**config.mk**
```make
export PLATFORM = sky130hd
export DESIGN_NAME = sram_window_capture
export DESIGN_NICKNAME = d
export VERILOG_FILES = /design/src/rtl/sram_window_capture.sv
export SDC_FILE = /design/constraint.sdc
export NUM_CORES = 1
export LEC_CHECK = 0
export BUFFER_PORTS_ARGS = -buffer_cell sky130_fd_sc_hd__buf_2
export CAP_MARGIN = 20
export CORE_UTILIZATION = 23
export CTS_CLUSTER_DIAMETER = 120
export DETAILED_ROUTE_END_ITERATION = 10
export SYNTH_ARGS = -nofsm -noshare
export SYNTH_HDL_FRONTEND = slang
export SYNTH_SLANG_ARGS = --single-unit
```
**constraint.sdc**
```tcl
create_clock -name i_clk -period 2.9 [get_ports i_clk]
set_input_delay 0.145 -clock i_clk [delete_from_list [all_inputs] [get_ports i_clk]]
set_output_delay 0.145 -clock i_clk [all_outputs]
set_load 0.01 [all_outputs]
```
**src/rtl/sram_window_capture.sv**
```systemverilog
// Window capture/playback controller. It stores in-window camera pixels as RGB555 in an
// async SRAM, replays them in place of live video, and paints a fill colour outside the window.
module sram_window_capture #(
   parameter int unsigned H_START = 300,
   parameter int unsigned V_START = 100,
   parameter int unsigned WIN_W   = 350,
   parameter int unsigned WIN_H   = 300,
   parameter int unsigned CTR_W   = 13,
   parameter int unsigned ADDR_W  = 20,
   parameter logic [9:0]  FILL    = 10'd500
) (
   input  logic              i_clk,
   input  logic              i_rst_n,
   input  logic [15:0]       i_sdram_data_1,
   input  logic [15:0]       i_sdram_data_2,
   input  logic              i_sdram_valid,
   input  logic [CTR_W-1:0]  i_H_Cont,
   input  logic [CTR_W-1:0]  i_V_Cont,
   input  logic              i_start,
   input  logic              i_mode,
   input  logic              i_stop,
   input  logic [15:0]       i_s_data,
   output logic [15:0]       o_s_data,
   output logic              o_s_wen,
   output logic [ADDR_W-1:0] o_s_addr,
   output logic [9:0]        o_display_Red,
   output logic [9:0]        o_display_Green,
   output logic [9:0]        o_display_Blue,
   output logic              o_busy,
   output logic              o_frame_done,
   output logic              o_short
);

   typedef enum logic [1:0] {IDLE, ARM, CAPTURE, PLAY} state_t;

   localparam int unsigned       TOTAL     = WIN_W * WIN_H;
   localparam int unsigned       CNT_W     = ADDR_W + 1;
   localparam logic [CTR_W-1:0]  H_LO      = CTR_W'(H_START);
   localparam logic [CTR_W-1:0]  H_HI      = CTR_W'(H_START + WIN_W);
   localparam logic [CTR_W-1:0]  V_LO      = CTR_W'(V_START);
   localparam logic [CTR_W-1:0]  V_HI      = CTR_W'(V_START + WIN_H);
   localparam logic [CNT_W-1:0]  CNT_LAST  = CNT_W'(TOTAL - 1);
   localparam logic [CNT_W-1:0]  CNT_ALL   = CNT_W'(TOTAL);
   localparam logic [ADDR_W-1:0] ADDR_LAST = ADDR_W'(TOTAL - 1);

   state_t            state_q, state_d;
   logic              mode_q, mode_d;
   logic              entered_q, entered_d;
   logic              wen_q, wen_d;
   logic              done_q, done_d;
   logic              short_q, short_d;
   logic [CNT_W-1:0]  count_q, count_d;
   logic [ADDR_W-1:0] addr_q, addr_d;
   logic [15:0]       data_q, data_d;
   logic              in_win, wr_pix, above_win, cap_end;
   logic [15:0]       pix555;
   logic              unused;

   assign in_win    = (i_H_Cont >= H_LO) && (i_H_Cont < H_HI) &&
                      (i_V_Cont >= V_LO) && (i_V_Cont < V_HI);
   assign wr_pix    = in_win & i_sdram_valid;
   assign above_win = i_V_Cont < V_LO;
   assign pix555    = {1'b0, i_sdram_data_2[9:5], i_sdram_data_1[14:10], i_sdram_data_1[9:5]};
   assign unused    = ^{i_sdram_data_1[15], i_sdram_data_2[15], i_s_data[15]};

   always_comb begin
      // NOTE: every variable gets a default first so no path leaves one unassigned and infers a latch.
      state_d   = state_q;
      mode_d    = mode_q;
      entered_d = entered_q;
      wen_d     = 1'b1;
      done_d    = 1'b0;
      short_d   = short_q;
      count_d   = count_q;
      addr_d    = addr_q;
      data_d    = data_q;
      cap_end   = 1'b0;
      unique case (state_q)
         IDLE: begin
            addr_d = '0;
            if (i_start) begin
               state_d = ARM;
               mode_d  = i_mode;
               short_d = 1'b0;
            end
         end
         ARM: begin
            addr_d    = '0;
            count_d   = '0;
            entered_d = 1'b0;
            if (i_start) begin
               mode_d  = i_mode;
               short_d = 1'b0;
            end
            if (above_win) state_d = CAPTURE;
         end
         CAPTURE: begin
            if (!above_win) entered_d = 1'b1;
            if (wr_pix) begin
               wen_d   = 1'b0;
               addr_d  = count_q[ADDR_W-1:0];
               data_d  = pix555;
               count_d = count_q + CNT_W'(1);
               cap_end = (count_q == CNT_LAST);
            end else if (entered_q && (i_V_Cont >= V_HI)) begin
               cap_end = 1'b1;
               addr_d  = '0;
            end
            if (cap_end) begin
               done_d  = 1'b1;
               short_d = (count_d < CNT_ALL);
               state_d = mode_q ? ARM : PLAY;
            end
         end
         PLAY: begin
            // Address leads the beam: it always names the next window pixel to be shown.
            if (above_win)                              addr_d = '0;
            else if (wr_pix && (addr_q != ADDR_LAST))   addr_d = addr_q + ADDR_W'(1);
            if (i_start) begin
               state_d = ARM;
               mode_d  = i_mode;
               short_d = 1'b0;
            end
         end
         default: state_d = IDLE;
      endcase
      if (i_stop) begin
         state_d = IDLE;
         mode_d  = mode_q;
         short_d = short_q;
         data_d  = data_q;
         wen_d   = 1'b1;
         addr_d  = '0;
         done_d  = 1'b0;
      end
   end

   // NOTE: sequential state uses non-blocking assignments so every register updates together at the edge.
   always_ff @(posedge i_clk or negedge i_rst_n) begin
      if (!i_rst_n) begin
         state_q   <= IDLE;
         mode_q    <= 1'b0;
         entered_q <= 1'b0;
         wen_q     <= 1'b1;
         done_q    <= 1'b0;
         short_q   <= 1'b0;
         count_q   <= '0;
         addr_q    <= '0;
         data_q    <= '0;
      end else begin
         state_q   <= state_d;
         mode_q    <= mode_d;
         entered_q <= entered_d;
         wen_q     <= wen_d;
         done_q    <= done_d;
         short_q   <= short_d;
         count_q   <= count_d;
         addr_q    <= addr_d;
         data_q    <= data_d;
      end
   end

   assign o_s_wen      = wen_q;
   assign o_s_addr     = addr_q;
   assign o_s_data     = data_q;
   assign o_frame_done = done_q;
   assign o_short      = short_q;
   assign o_busy       = (state_q == ARM) || (state_q == CAPTURE);

   always_comb begin
      o_display_Red   = FILL;
      o_display_Green = FILL;
      o_display_Blue  = FILL;
      if (in_win) begin
         if (state_q == PLAY) begin
            o_display_Red   = {i_s_data[14:10], 5'b0};
            o_display_Green = {i_s_data[9:5], 5'b0};
            o_display_Blue  = {i_s_data[4:0], 5'b0};
         end else begin
            o_display_Red   = i_sdram_data_2[9:0];
            o_display_Green = {i_sdram_data_1[14:10], i_sdram_data_2[14:10]};
            o_display_Blue  = i_sdram_data_1[9:0];
         end
      end
   end

endmodule

```
==> impl_metrics.json, run 1 <==
{
  "critPathMaxStageDelay_ns": 0.45,
  "grtUsageTotal": 0.150,
  "critPathMaxFanout": 5,
  "synth.yosys.seq_area_share": 0.365,
  "async_reset_ff_frac": 1.00,
  "die_area_um2": 19300,
  "crit_buf_inv": 0,
  "routed_via_density": 5.12,
  "slew_headroom": 0.579,
  "grt_antenna_before_repair": 0,
  "wirelength_um": 14100,
  "grt_pass1_vias": 4239,
  "numCtsBuffers": 9,
  "post_drt_wl_per_cell_um": 15.9,
  "ctsHtreeMaxLevel": 3,
  "antenna_left": 0,
  "nNetsFinal": 741,
  "clk_path_buf_depth": 2,
  "floorplan.initialDensity": 0.237,
  "core_area_um2": 18200,
  "crit_path_end_kind": "register",
  "p_per_area_nw_per_um2": 477,
  "reg2reg_from": "count_q[1]",
  "p_leak_nw": 2.50,
  "hpwl_um": 10600,
  "cts_resized": 0,
  "min-delay-start": "i_mode",
  "worstPathArrival_ns": 2.95,
  "grt_overflow": 0,
  "fin_skew_ns": 0.00693,
  "synth_edf_count": 0,
  "ioPinCount": 150,
  "path_cells": "ha_1 > nand3_1 > or4_1 > nor4_1 > nand3_1 > a222oi_1 > mux2_1 > nor2_1",
  "violations": "DRC",
  "insertion_delay_ns": 0.33,
  "fp.dieH_um": 139,
  "grt_max_degree": 30,
  "yosysMostFrequentCell": "nand2_1",
  "grt_pass1_wl_um": 23100,
  "row_count": 49,
  "cap_violations": 0,
  "crit_required_ns": 3.17,
  "ys_types": 64,
  "hold_buffers": 1,
  "r2r_end": "state_q[0]",
  "finalMaxSlewViolations": 0,
  "die_w_um": 139,
  "tightest_slew_ns": 0.630,
  "cp-start-kind": "register",
  "ys_warn_count": 0,
  "cts_setup_buffers": 0,
  "setup_viol": 0,
  "outcome": "complete, but fails checks",
  "cpLargestDelayFamily": "simple AND/OR/NAND/NOR gates",
  "drtIter0Drc": 256,
  "tns_ns": 0,
  "yosys.area.top_type_share": 0.359,
  "multi_input_area_um2": 2550,
  "ff2ff_path_depth": 8,
  "slowest_stage": "a222oi_1",
  "gp_congestion": 0.849,
  "final_layout_size_suffix_gt1_frac": 0.321,
  "via_count": 4548,
  "fillCellCount": 1900,
  "fin_crit_ns": 2.69,
  "cts_tree": "done",
  "critPathKind": "reg2reg",
  "period_share": 0.926,
  "port_buffers": 142,
  "max_freq_ghz": 0.372,
  "clk_pin_slew_ns": 0.06,
  "area.sequential_um2": 1580,
  "hold_path_class": "in2reg",
  "dr.pass1.iters": 11,
  "syn_inst": 512,
  "rsz0062_at_grt": "false",
  "ff2ff_setup_slack_ns": 0.21,
  "total_power_mw": 2.69,
  "num_antenna_cells": 0,
  "cpMostUsedCell": "nand3_1",
  "ys.flop_type": "dfrtp_1",
  "synth_fp_nets": 597,
  "hold_viol_final": 0,
  "ys_seq_elements": 63,
  "clkSinkCount": 63,
  "synth_common_cells": "nand2_1 (71), dfrtp_1 (62), o21ai_0 (35), nor2_1 (34), clkbuf_1 (32)",
  "synth.avg_cell_area_um2": 8.44,
  "synth_area_leaders": "dfrtp_1 (36%), nand2_1 (6.2%), mux2_2 (4.4%)",
  "min_to": "mode_q",
  "drcViolationCount": 7,
  "syn_to_final_growth_pct": 30.7,
  "irDropWorstVdd_uv": 215,
  "clockRootBuffer": "clkbuf_16",
  "syn_area_um2": 4320,
  "worstHoldPathCells": 2,
  "synth_top_cell_by_area": "dfrtp_1"
}
-- registers in the layout, summed over array words and instances (netlist names) --
name,flops
count_q,21
o_s_wen,1
o_s_data,15
o_s_addr,20
mode_q,1
o_frame_done,1
o_short,1
entered_q,1
state_q,2
-- where the power goes --
group | switching, mW | internal [mW] | total (mW) | leakage (nW)
clock network | 0.379 | 0.596 | 0.975 | 0.127
logic | 0.493 | 0.290 | 0.784 | 1.50
registers | 0.0228 | 0.912 | 0.935 | 0.872
-- area by class of cell --
class | instances | area share
well taps | 229 | 0.0507
clock inverters | 1 | 0.000886
clock buffers | 14 | 0.0450
repair buffers | 171 | 0.165
flip-flops and latches | 63 | 0.279
multi-input cells | 400 | 0.452
inverters | 11 | 0.00731
-- worst max path at each step --
stage	from	to	cells after the start
global route	count_q[1]	state_q[0]	8
CTS	count_q[1]	state_q[0]	8
floorplan	count_q[0]	state_q[0]	8
finish	count_q[1]	state_q[0]	8
global placement	i_V_Cont[6]	o_short	10
detailed placement	i_V_Cont[6]	o_short	10
-- through the flow --
| stage | hold slack, ns | std cells | instance area, um2 | utilization | setup slack [ns] |
|---|---|---|---|---|---|
| 4_1_cts | 0.0316 | 889 | 5650 | 0.310 | 0.221 |
| 6_report | 0.0375 | 889 | 5650 | 0.310 | 0.214 |
| 3_3_place_gp | 0.0819 | 873 | 5380 | 0.295 | 0.175 |
| 3_5_place_dp | 0.0917 | 873 | 5380 | 0.295 | 0.150 |
| 2_1_floorplan | -0.151 | 512 | 4320 | - | 0.419 |
| 5_1_grt | 0.0501 | 889 | 5650 | 0.310 | 0.0272 |
-- cell families after synthesis --
| kind of cell | count (synthesis) | share of synthesized area |
|---|---|---|
| flip-flops | 63 | 0.365 |
| XOR/XNOR | 12 | 0.0243 |
| AO/OA/AOI/OAI | 134 | 0.210 |
| adder cells (fa/ha/maj) | 5 | 0.0145 |
| other | 1 | 0.000868 |
| AND/OR/NAND/NOR | 213 | 0.253 |
| buffers and inverters | 49 | 0.0455 |
| multiplexers | 35 | 0.0863 |
-- cells in the final DEF (no fill, tap or decap), types with 3 or more instances in the layout --
| master | n |
|---|---|
| a21o_1 | 14 |
| a21oi_1 | 17 |
| a22oi_1 | 12 |
| a31oi_1 | 5 |
| and3_1 | 16 |
| buf_2 | 142 |
| buf_4 | 28 |
| clkbuf_1 | 4 |
| clkbuf_16 | 9 |
| dfrtp_1 | 62 |
| ha_1 | 5 |
| inv_1 | 11 |
| mux2_2 | 17 |
| mux2i_1 | 17 |
| nand2_1 | 71 |
| nand2b_1 | 3 |
| nand3_1 | 24 |
| nand4_1 | 12 |
| nor2_1 | 34 |
| nor3_1 | 9 |
| nor3b_1 | 3 |
| nor4_1 | 9 |
| o21ai_0 | 35 |
| o21ai_1 | 3 |
| o2bb2ai_1 | 8 |
| o31ai_1 | 12 |
| o41ai_1 | 7 |
| or3_1 | 6 |
| or4_1 | 5 |
| xnor2_1 | 10 |
-- metal layers --
metal  share of wire  track usage  routed length, um
met2            0.44        0.225               6270
met4           0.017       0.0585                246
met5               0            0                  0
met1            0.48        0.216               6810
met3           0.057       0.0186                808
No activity file was read; power rests on OpenSTA's default activity.
==> run 2, diff against run 1 <==
Settings changed: CORE_ASPECT_RATIO set to 0.6.
==> run 2 against run 1 <==
  * The run now ends clean
  * Final area rose by 2.5%
  * Via count increased by 3.9%
  * Clock skew is 0.0016 ns lower
  * Final cell count rose by 2.6%
  * Register-to-register slack worse by 0.14 ns
  * Critical path type unchanged
  * Sequential share of layout area decreased by 0.69 points
==> impl_metrics.json, run 2 (synthesis gave the netlist of run 1 again) <==
{
  "die_area_um2": 19400,
  "p_per_area_nw_per_um2": 489,
  "clkSinkCount": 63,
  "cp-start-kind": "register",
  "slew_headroom": 0.487,
  "tightest_slew_ns": 0.770,
  "critPathMaxFanout": 5,
  "timing.hold.ws_ns": 0.0511,
  "min_to": "mode_q",
  "final_layout_size_suffix_gt1_frac": 0.338,
  "p_leak_nw": 2.57,
  "crit_path_end_kind": "register",
  "numCtsBuffers": 9,
  "core_area_um2": 18200,
  "multi_input_area_um2": 2550,
  "port_buffers": 142,
  "crit_required_ns": 3.16,
  "hpwl_um": 12200,
  "post_drt_wl_per_cell_um": 17.2,
  "grt_overflow": 0,
  "intPower_mw": 1.89,
  "routed_via_density": 5.18,
  "fin_util": 0.318,
  "final_cell_mix": "buf_2 (142), nand2_1 (71), dfrtp_1 (62), buf_4 (37), o21ai_0 (35)",
  "fillCellCount": 1946,
  "seqPwrFrac": 0.330,
  "nNetsFinal": 751,
  "finalMaxSlewViolations": 0,
  "max_freq_ghz": 0.354,
  "pwr-share-comb": 0.285,
  "insertion_delay_ns": 0.33,
  "grtUsageTotal": 0.168,
  "fin_cells": 912,
  "reg2reg_from": "count_q[0]",
  "grt_antenna_before_repair": 1,
  "setup_viol": 0,
  "p_clk_frac": 0.385,
  "period_share": 0.974,
  "grt_max_degree": 34,
  "dr.pass1.iters": 5,
  "tns_ns": 0,
  "swShare": 0.331,
  "ioPinCount": 150,
  "fin_crit_ns": 2.83,
  "clk_path_buf_depth": 2,
  "syn_to_final_growth_pct": 34.0,
  "clk_pin_slew_ns": 0.06,
  "top_register": "count_q",
  "wirelength_um": 15700,
  "drcViolationCount": 0,
  "die_w_um": 179,
  "cts_tree": "done",
  "final_common_cell": "buf_2",
  "fin_skew_ns": 0.00533,
  "drtIter0Drc": 463,
  "row_count": 38,
  "dp_slack_ns": 0.146,
  "min-delay-start": "i_mode",
  "cts_setup_buffers": 0,
  "outcome": "completed",
  "p_sw_uw": 939,
  "irDropWorstVdd_uv": 252,
  "hold_path_class": "in2reg",
  "fp.dieH_um": 108,
  "ff2ff_setup_slack_ns": 0.07,
  "dpl.cell_count": 894,
  "ff2ff_path_depth": 10,
  "rsz0062_at_grt": "false",
  "via_count": 4726,
  "antenna_left": 0,
  "grt_pass1_vias": 4363,
  "ctsHtreeMaxLevel": 3,
  "cap_violations": 0,
  "critPathKind": "reg2reg",
  "floorplan.initialDensity": 0.237,
  "worstHoldPathCells": 2,
  "grt_pass1_wl_um": 24600,
  "r2r_end": "o_short",
  "worst_slack_ns": 0.0747,
  "gp_congestion": 0.921,
  "worstPathArrival_ns": 3.08,
  "area.sequential_um2": 1580,
  "hold_viol_final": 0,
  "clockRootBuffer": "clkbuf_16",
  "largest_reg_flops": 21
}
[run 2: cell count changes in the layout (fill, tap and decap cells not counted)]
cell	change
buf_4	+9
buf_12	+1
diode_2	+1
clkbuf_1	-4
clkinv_2	+2
clkinvlp_4	+2
bufinv_16	+1
[run 2: cell type report]
| type | count | share of cell area |
|---|---|---|
| Multi-Input combinational cell | 400 | 0.441 |
| Sequential cell | 63 | 0.272 |
| Timing Repair Buffer | 181 | 0.176 |
| Tap cell | 240 | 0.0518 |
| Clock buffer | 10 | 0.0413 |
| Clock inverter | 6 | 0.0104 |
| Inverter | 11 | 0.00713 |
| Antenna cell | 1 | 0.000432 |
[run 2: worst max-delay path by stage]
stage	cells after the start	end	from
2_1_floorplan	8	state_q[0]	count_q[0]
3_3_place_gp	10	o_short	count_q[0]
3_5_place_dp	10	o_short	count_q[0]
4_1_cts	10	o_short	count_q[0]
5_1_grt	9	state_q[0]	count_q[1]
6_report	10	o_short	count_q[0]
[run 2: metal layers]
metal,share of wire,vias to the layer above,track usage
li1,-,2211,-
met1,0.46,2215,0.239
met2,0.43,286,0.252
met3,0.10,14,0.0394
met4,0.015,0,0.0418
met5,0,-,0
[run 2: per-stage QoR]
stage               total power [mW]  cell area, um2
CTS                             2.86            5790
detailed placement              1.75            5480
global route                    2.98            5790
global placement                1.74            5480
finish                          2.83            5790
floorplan                       1.42            4320
[run 2: critical path, cell delays in order (launching register included)]
cell and delay [ns]:
dfrtp_1 0.44, ha_1 0.26, nand3_1 0.12, or4_1 0.45, nor4_1 0.31, buf_4 0.18, a41oi_1 0.11, or3_1 0.42
a211oi_2 0.23, o21ai_1 0.12, o21ai_1 0.12
[run 2: timing repair]
action                    CTS  global route
hold buffers                1             0
hold endpoints to repair   30             0
resized for setup           0             0
[run 2: power by group through the flow]
stage                     combinational [mW]  sequential (mW)  clock [mW]
after global routing                   0.883            0.938        1.16
after CTS                              0.807            0.934        1.12
after global placement                 0.792            0.947           0
after detailed placement               0.800            0.950           0
after floorplan                        0.473            0.947           0
final                                  0.808            0.934        1.09
==> run 3, diff against run 2 <==
Settings changed: REMOVE_ABC_BUFFERS set to 1.
==> run 3 against run 2 <==
  * Sequential share of layout area hardly changed
  * Die area stayed put
  * Critical path type unchanged
  * Sequential power hardly changed
  * Core utilization is 0.055 points lower
  * First-iteration DRC count is 0.22% lower
  * Highest routed layer unchanged
  * Clock skew is 0.0058 ns higher
==> impl_metrics.json, run 3 (synthesis gave the netlist of run 1 again) <==
{
  "outcome": "completed",
  "routed_via_density": 5.04,
  "floorplan.initialDensity": 0.237,
  "crit_path_end_kind": "register",
  "ff2ff_setup_slack_ns": 0.24,
  "crit_required_ns": 3.16,
  "clockRootBuffer": "clkbuf_16",
  "final_common_cell": "buf_2",
  "clkSinkCount": 63,
  "r2r_end": "o_short",
  "clk_pin_slew_ns": 0.05,
  "cap_violations": 0,
  "grt_max_degree": 64,
  "p_leak_nw": 2.55,
  "insertion_delay_ns": 0.34,
  "core_area_um2": 18200,
  "final_cell_mix": "buf_2 (142), nand2_1 (71), dfrtp_1 (62), o21ai_0 (35), nor2_1 (34)",
  "grt_pass1_vias": 4344,
  "fin_crit_ns": 2.66,
  "slew_headroom": 0.421,
  "timing.hold.ws_ns": 0.0117,
  "fin_area_um2": 5780,
  "largest_reg_flops": 21,
  "nNetsFinal": 742,
  "reg2reg_from": "count_q[1]",
  "hold_buffers": 0,
  "gp_congestion": 0.922,
  "grt_pass1_wl_um": 23600,
  "clk_path_buf_depth": 2,
  "syn_to_final_growth_pct": 33.8,
  "critPathKind": "reg2reg",
  "hold_viol_final": 0,
  "setup_viol": 0,
  "cts_tree": "done",
  "placed_cell_area_um2": 5430,
  "port_buffers": 142,
  "hold_path_class": "in2async",
  "grt_overflow": 0,
  "finalMaxSlewViolations": 0,
  "die_w_um": 179,
  "grt_antenna_before_repair": 0,
  "ioPinCount": 150,
  "max_freq_ghz": 0.376,
  "cts_setup_buffers": 0,
  "via_count": 4539,
  "row_count": 38,
  "post_drt_wl_per_cell_um": 16.5,
  "critPathMaxFanout": 5,
  "die_area_um2": 19400,
  "dr.pass1.iters": 5,
  "fp.dieH_um": 108,
  "drcViolationCount": 0,
  "irDropWorstVdd_uv": 222,
  "ctsHtreeMaxLevel": 3,
  "cts_resized": 0,
  "cp-start-kind": "register",
  "final_layout_size_suffix_gt1_frac": 0.333,
  "wirelength_um": 14900,
  "antenna_left": 0,
  "ff2ff_path_depth": 9,
  "fin_skew_ns": 0.0111,
  "num_antenna_cells": 0,
  "top_register": "count_q",
  "grtUsageTotal": 0.158,
  "p_per_area_nw_per_um2": 514,
  "drtIter0Drc": 462,
  "hpwl_um": 11200,
  "period_share": 0.918,
  "tightest_slew_ns": 0.869,
  "worstPathArrival_ns": 2.92,
  "numCtsBuffers": 9
}
run 3: power by group:
group	internal (mW)	leakage (nW)	switching, mW
Combinational	0.298	1.51	0.508
Clock	0.817	0.165	0.416
Sequential	0.911	0.872	0.0213
Total	2.03	2.55	0.945
run 3: metrics by stage:
step / total power, mW / utilization / TNS [ns] / setup slack, ns / cells
after global routing: 3.12 / 0.318 / -0.00297 / -0.00297 / 901
after detailed placement: 1.74 / 0.298 / 0 / 0.158 / 886
after global placement: 1.74 / 0.298 / 0 / 0.179 / 886
after CTS: 2.98 / 0.317 / 0 / 0.126 / 901
final: 2.97 / 0.318 / 0 / 0.238 / 901
after floorplan: 1.39 / - / -6.90 / -0.210 / 474
run 3: worst max-delay path: stages (launching register included):
cell      delay [ns]
dfrtp_1         0.41
ha_2            0.25
nand3_1         0.13
or4_1           0.48
nor4_4          0.33
a41oi_1         0.14
or3_1           0.39
a211oi_2        0.20
o21ai_1         0.12
o21ai_1         0.12
run 3: metal layers:
metal / GRT usage / share of wire
met3: 0.0443 / 0.084
met2: 0.216 / 0.40
met4: 0.0363 / 0.012
met1: 0.238 / 0.51
met5: 0 / 0
run 3: cell type report:
type	count	area, um2
fillers	1918	12400
multi-input cells	400	2570
flip-flops and latches	63	1580
repair buffers	172	961
well taps	240	300
clock buffers	12	267
clock inverters	3	65.1
inverters	11	41.3
run 3: worst max path at each step:
stage                             from            to  slack, ns  cells after the start
after detailed placement    count_q[0]       o_short       0.16                      9
after CTS                   count_q[0]       o_short       0.13                      9
after global routing        count_q[1]       o_short     -0.003                      9
after global placement      count_q[0]    state_q[1]       0.18                      9
after floorplan           i_H_Cont[11]  o_s_addr[10]      -0.21                      6
final                       count_q[1]       o_short       0.24                      9
